$ cat config.mk
export PLATFORM = sky130hd
export DESIGN_NAME = nibble_add_seq_ctrl
export DESIGN_NICKNAME = d
export VERILOG_FILES = /design/src/rtl/nibble_add_seq_ctrl.sv
export SDC_FILE = /design/constraint.sdc
export NUM_CORES = 1
export LEC_CHECK = 0
export ABC_AREA = 1
export ABC_CLOCK_PERIOD_IN_PS = 4500
export BUFFER_PORTS_ARGS = -buffer_cell sky130_fd_sc_hd__buf_2
export CORE_AREA = 5 5 103 105
export CTS_CLUSTER_DIAMETER = 60
export DETAILED_ROUTE_END_ITERATION = 6
export DIE_AREA = 0 0 108 110
export PLACE_DENSITY_LB_ADDON = 0.25
export SYNTH_ARGS = -nofsm -noshare
export SYNTH_HDL_FRONTEND = slang
export SYNTH_SLANG_ARGS = --single-unit
$ cat constraint.sdc
create_clock -name clk_i -period 4.5 [get_ports clk_i]
set_input_delay 0.45 -clock clk_i [delete_from_list [all_inputs] [get_ports clk_i]]
set_output_delay 0.45 -clock clk_i [all_outputs]
set_load 0.05 [all_outputs]
$ cat src/rtl/nibble_add_seq_ctrl.sv
// nibble_add_seq_ctrl: adds two W-bit operands (W = 4*NIBBLES) by stepping one
// 4-bit ripple-carry slice through the operands, least-significant nibble first.
// The carry between nibbles lives in a register, so the critical path is one
// 4-bit ripple chain regardless of operand width.

// NibbleRippleAdder: 4-bit full-adder chain exposing every stage carry.
module NibbleRippleAdder (
    input  logic [3:0] a_i,
    input  logic [3:0] b_i,
    input  logic       c_i,
    output logic [3:0] sum_o,
    output logic [3:0] carry_o
);

    logic rippleC;

    // Ripple the carry through four full adders, recording each stage carry.
    always_comb begin
        rippleC = c_i;
        sum_o   = 4'b0000;
        carry_o = 4'b0000;
        for (int k = 0; k < 4; k++) begin
            sum_o[k]   = a_i[k] ^ b_i[k] ^ rippleC;
            rippleC    = (a_i[k] & b_i[k]) | (rippleC & (a_i[k] ^ b_i[k]));
            carry_o[k] = rippleC;
        end
    end

endmodule

module nibble_add_seq_ctrl #(
    parameter int NIBBLES = 4
) (
    input  logic                   clk_i,
    input  logic                   rst_i,
    input  logic                   start_i,
    input  logic [4*NIBBLES-1:0]   a_i,
    input  logic [4*NIBBLES-1:0]   b_i,
    input  logic                   c_in_i,
    output logic                   busy_o,
    output logic                   done_o,
    output logic [4*NIBBLES-1:0]   sum_o,
    output logic                   c_out_o,
    output logic                   ovf_o
);

    localparam int W  = 4 * NIBBLES;
    localparam int CW = (NIBBLES > 1) ? $clog2(NIBBLES) : 1;

    typedef enum logic [1:0] {
        IDLE = 2'd0,
        RUN  = 2'd1,
        DONE = 2'd2
    } state_t;

    state_t          state_q, state_d;
    logic [W-1:0]    a_q, a_d;
    logic [W-1:0]    b_q, b_d;
    logic [W-1:0]    sum_q, sum_d;
    logic            carry_q, carry_d;
    logic            c_out_q, c_out_d;
    logic            ovf_q, ovf_d;
    logic [CW-1:0]   cnt_q, cnt_d;

    logic [3:0]      sliceSum;
    logic [3:0]      sliceCarry;
    logic [W+3:0]    sumWide;
    logic            lastNibble;
    logic            unusedCarries;

    // Only stage-2 and stage-3 carries matter to the sequencer.
    assign unusedCarries = ^sliceCarry[1:0];

    NibbleRippleAdder u_slice (
        .a_i     (a_q[3:0]),
        .b_i     (b_q[3:0]),
        .c_i     (carry_q),
        .sum_o   (sliceSum),
        .carry_o (sliceCarry)
    );

    // New nibble enters at the top; after NIBBLES shifts the sum is right-aligned.
    assign sumWide    = {sliceSum, sum_q};
    assign lastNibble = (cnt_q == CW'(NIBBLES - 1));

    // Next-state and datapath update: latch on accept, step one nibble per RUN cycle.
    always_comb begin
        state_d = state_q;
        a_d     = a_q;
        b_d     = b_q;
        sum_d   = sum_q;
        carry_d = carry_q;
        c_out_d = c_out_q;
        ovf_d   = ovf_q;
        cnt_d   = cnt_q;
        unique case (state_q)
            IDLE: begin
                if (start_i) begin
                    a_d     = a_i;
                    b_d     = b_i;
                    carry_d = c_in_i;
                    cnt_d   = '0;
                    state_d = RUN;
                end
            end
            RUN: begin
                sum_d   = sumWide[W+3:4];
                a_d     = a_q >> 4;
                b_d     = b_q >> 4;
                carry_d = sliceCarry[3];
                cnt_d   = cnt_q + CW'(1);
                if (lastNibble) begin
                    c_out_d = sliceCarry[3];
                    ovf_d   = sliceCarry[2] ^ sliceCarry[3];
                    state_d = DONE;
                end
            end
            DONE: begin
                state_d = IDLE;
            end
            default: begin
                state_d = IDLE;
            end
        endcase
    end

    // State and datapath registers with synchronous clear that discards any in-flight add.
    always_ff @(posedge clk_i) begin
        if (rst_i) begin
            state_q <= IDLE;
            a_q     <= '0;
            b_q     <= '0;
            sum_q   <= '0;
            carry_q <= 1'b0;
            c_out_q <= 1'b0;
            ovf_q   <= 1'b0;
            cnt_q   <= '0;
        end else begin
            state_q <= state_d;
            a_q     <= a_d;
            b_q     <= b_d;
            sum_q   <= sum_d;
            carry_q <= carry_d;
            c_out_q <= c_out_d;
            ovf_q   <= ovf_d;
            cnt_q   <= cnt_d;
        end
    end

    assign busy_o  = (state_q == RUN);
    assign done_o  = (state_q == DONE);
    assign sum_o   = sum_q;
    assign c_out_o = c_out_q;
    assign ovf_o   = ovf_q;

endmodule
==> run summary <==
Post-synth EDFFs: 0
Clock power share: 33.6%
Post-synthesis sequential area ratio: 42.5%
Syn nets: 404
Net Switching: 343 uW
Post-synth top cells: nand3_1, inv_1, dfxtp_1, a21oi_1, nand2_1
Clock buffers created by TritonCTS: 5
Max_cap viols: 0
RD Place Congestion: 0.701
Combinational Power Share: 19.4%
Compound-Gate Fraction of Synth Area: 11.1%
H-tree levels: 2
Longest Clk Path Bufs: 2
Ys flop type: dfxtp_1
Maximum VDD drop: 0.189 mV
DRT Pass-1 Iters: 4
Slew headroom: 50.1%
Vias in the first global route: 2161
R2r startpoint: a_q[0]
Dpl cells: 526
Clock Sinks: 55
Post-Synth Adder-Cell Area: 3.57%
Synth-to-Final Area Change: 16.7%
# hold bufs at CTS: 0
Post_cts resized: 0
Yosys cell types: 19
Fmax: 346 MHz
Final Skew: 0.00817 ns
Worst setup SP type: flop
CORE AREA: 0.00955 mm2
Initial antenna violation count: 0
Input/output buffers: 55
Simple-Gate Fraction of Synth Area: 27.7%
Most numerous cell in the Yosys netlist: nand3_1
Pwr Total: 1.16 mW
Sw Share: 29.5%
Int Power: 820 uW
Layout Nets: 441
Critical path class: reg -> out
Via Count: 2338
Initial core utilization: 27.1%
Final Hold Viols: 0
DP HPWL: 4.03 mm
Synth area leader: dfxtp_1
Post-synthesis mux area share: 0%
ANT nets after route: 0
Critical path origin: state_q[0]
Post-DR vias/cell: 4.38
Post-route minimum period: 2.89 ns
Total GRT Usage: 10.6%
Die height: 110 um
Setup TNS Final: 0 ns
CTS root buffer: clkbuf_8
Max FO, Critical Path: 77
Drt initial violations: 141
Total number of yosys warnings: 0
Part of the power in registers: 47.1%
Worst skew pair latency: 0.31 ns
Fin. max-slew vios: 0
Yosys top cell area share: 42.5%
CTS clk-pin slew, worst paths: 0.10 ns
DRT Wirelength: 6.26 mm
Ys async rst share: 0%
Cell area after synthesis: 0.00259 mm2
Register Area: 0.00110 mm2
Avg WL per Cell: 11.7 um
Global-route wire length before repair: 10.2 mm
Leakage: 1.40 nW
Row count: 36
Worst-path cell chain: buf_4 > nand2_4 > inv_1 > buf_2
Status: finished clean
Final cell count without fillers: 534
Die area: 0.0119 mm2
Cells after synthesis: 363
Setup crit end kind: output port
Largest family of logic cells by synthesized area: simple AND/OR/NAND/NOR gates
I/O Pins: 56
Synth Register Bits: 55
CTS tree: built
Fillers: 1135
Family with the most delay on the worst path: buffers and inverters
Actual transition at the worst max-transition pin: 0.748 ns
Pre-CTS setup slack: 1.96 ns
Bufs and invs on worst path: 3
Critical-path top delay cell: inv_1
Total gr overflow: 0
HP Start: b_i[14]
Crit-path max cell delay: 0.65 ns
RSZ-0062 raised after global routing: false
Share of layout cells above drive strength 1: 17.2%
Largest net degree at the start of global routing: 78
WHS: 0.373 ns
DRC viols: 0
Worst EP required: 4.05 ns
Avg Synthesized Cell Area: 7.13 um2
N_diodes: 0
Crit path arrival time: 2.44 ns
Final setup violation count: 0
Multi-input gate area: 0.00111 mm2
Synth Area in XOR/XNOR: 0.338%
Post-CTS Setup Bufs: 0
PD cells: 385 mW/mm2
Die W: 108 um
Area contributors post-synth: dfxtp_1, nand3_1, inv_1
Setup ws final: 1.61 ns
Min-delay worst type: in -> reg
Crit share post-route: 64.3%
==> path summary, 6_finish.rpt <==
path | endpoint | slack [ns] | cells past startpoint
hold reg to reg | cnt_q[0] | 0.47 | 1
setup / recovery | busy_o | 1.61 | 4
hold / removal | b_q[14] | 0.37 | 3
setup reg to reg | ovf_o | 2.35 | 10
==> cell type report <==
class	count	area share [%]
tap	133	5.51
clock inverter	2	1.99
clock buffer	6	2.40
multi-input combinational	221	36.6
timing repair buffer	56	9.36
sequential	55	36.4
inverter	61	7.66
==> power by group through the flow <==
stage / clock network [mW] / registers, mW / logic [mW]
after floorplan: 0 / 0.599 / 0.137
after global placement: 0 / 0.559 / 0.226
after detailed placement: 0 / 0.559 / 0.228
final: 0.391 / 0.548 / 0.225
after global routing: 0.417 / 0.553 / 0.254
after CTS: 0.401 / 0.548 / 0.229
==> state kept, by name, summed over array words and instances (netlist names) <==
register / count
a_q: 16
b_q: 16
sum_o: 16
cnt_q: 2
state_q: 2
c_out_o: 1
carry_q: 1
ovf_o: 1
==> per-layer routing <==
layer | vias up | global-route usage [%] | routed length [um]
met1 | 1065 | 14.4 | 3160
met2 | 49 | 17.1 | 2720
met5 | - | 0 | 0
li1 | 1219 | - | -
met3 | 5 | 2.62 | 326
met4 | 0 | 2.52 | 49
==> metrics by stage <==
stage          util, %  instance area (um2)
6_report          31.6                 3020
5_1_grt           31.6                 3020
4_1_cts           31.6                 3020
3_5_place_dp      30.3                 2890
3_3_place_gp      30.3                 2890
2_1_floorplan        -                 2590
==> logic make-up (layout without fill, tap and decap cells) <==
logic type,count (synthesis),in the layout
simple gates,158,158
buf+inv,87,125
compound gates,57,57
flops,55,55
fa+ha+maj,5,5
xor+xnor,1,1
==> worst min-delay path: stages <==
cell and delay (ns):
buf_2 0.09, nand2_1 0.05, a21oi_1 0.05
==> layout by cell type, fill, tap and decap left out <==
| cell type | instances |
|---|---|
| nand3_1 | 82 |
| inv_1 | 60 |
| dfxtp_1 | 55 |
| buf_2 | 55 |
| a21oi_1 | 36 |
| nand2_1 | 36 |
| nor2_1 | 35 |
| o21ai_0 | 20 |
| clkbuf_8 | 5 |
| fa_1 | 4 |
| nand2_4 | 2 |
| nor2_2 | 2 |
| bufinv_16 | 2 |
| inv_4 | 1 |
| nand2_2 | 1 |
| xnor2_1 | 1 |
| o21a_1 | 1 |
| ha_1 | 1 |
| clkbuf_1 | 1 |
| buf_4 | 1 |
Note: power is estimated with default switching activity, not from simulation.
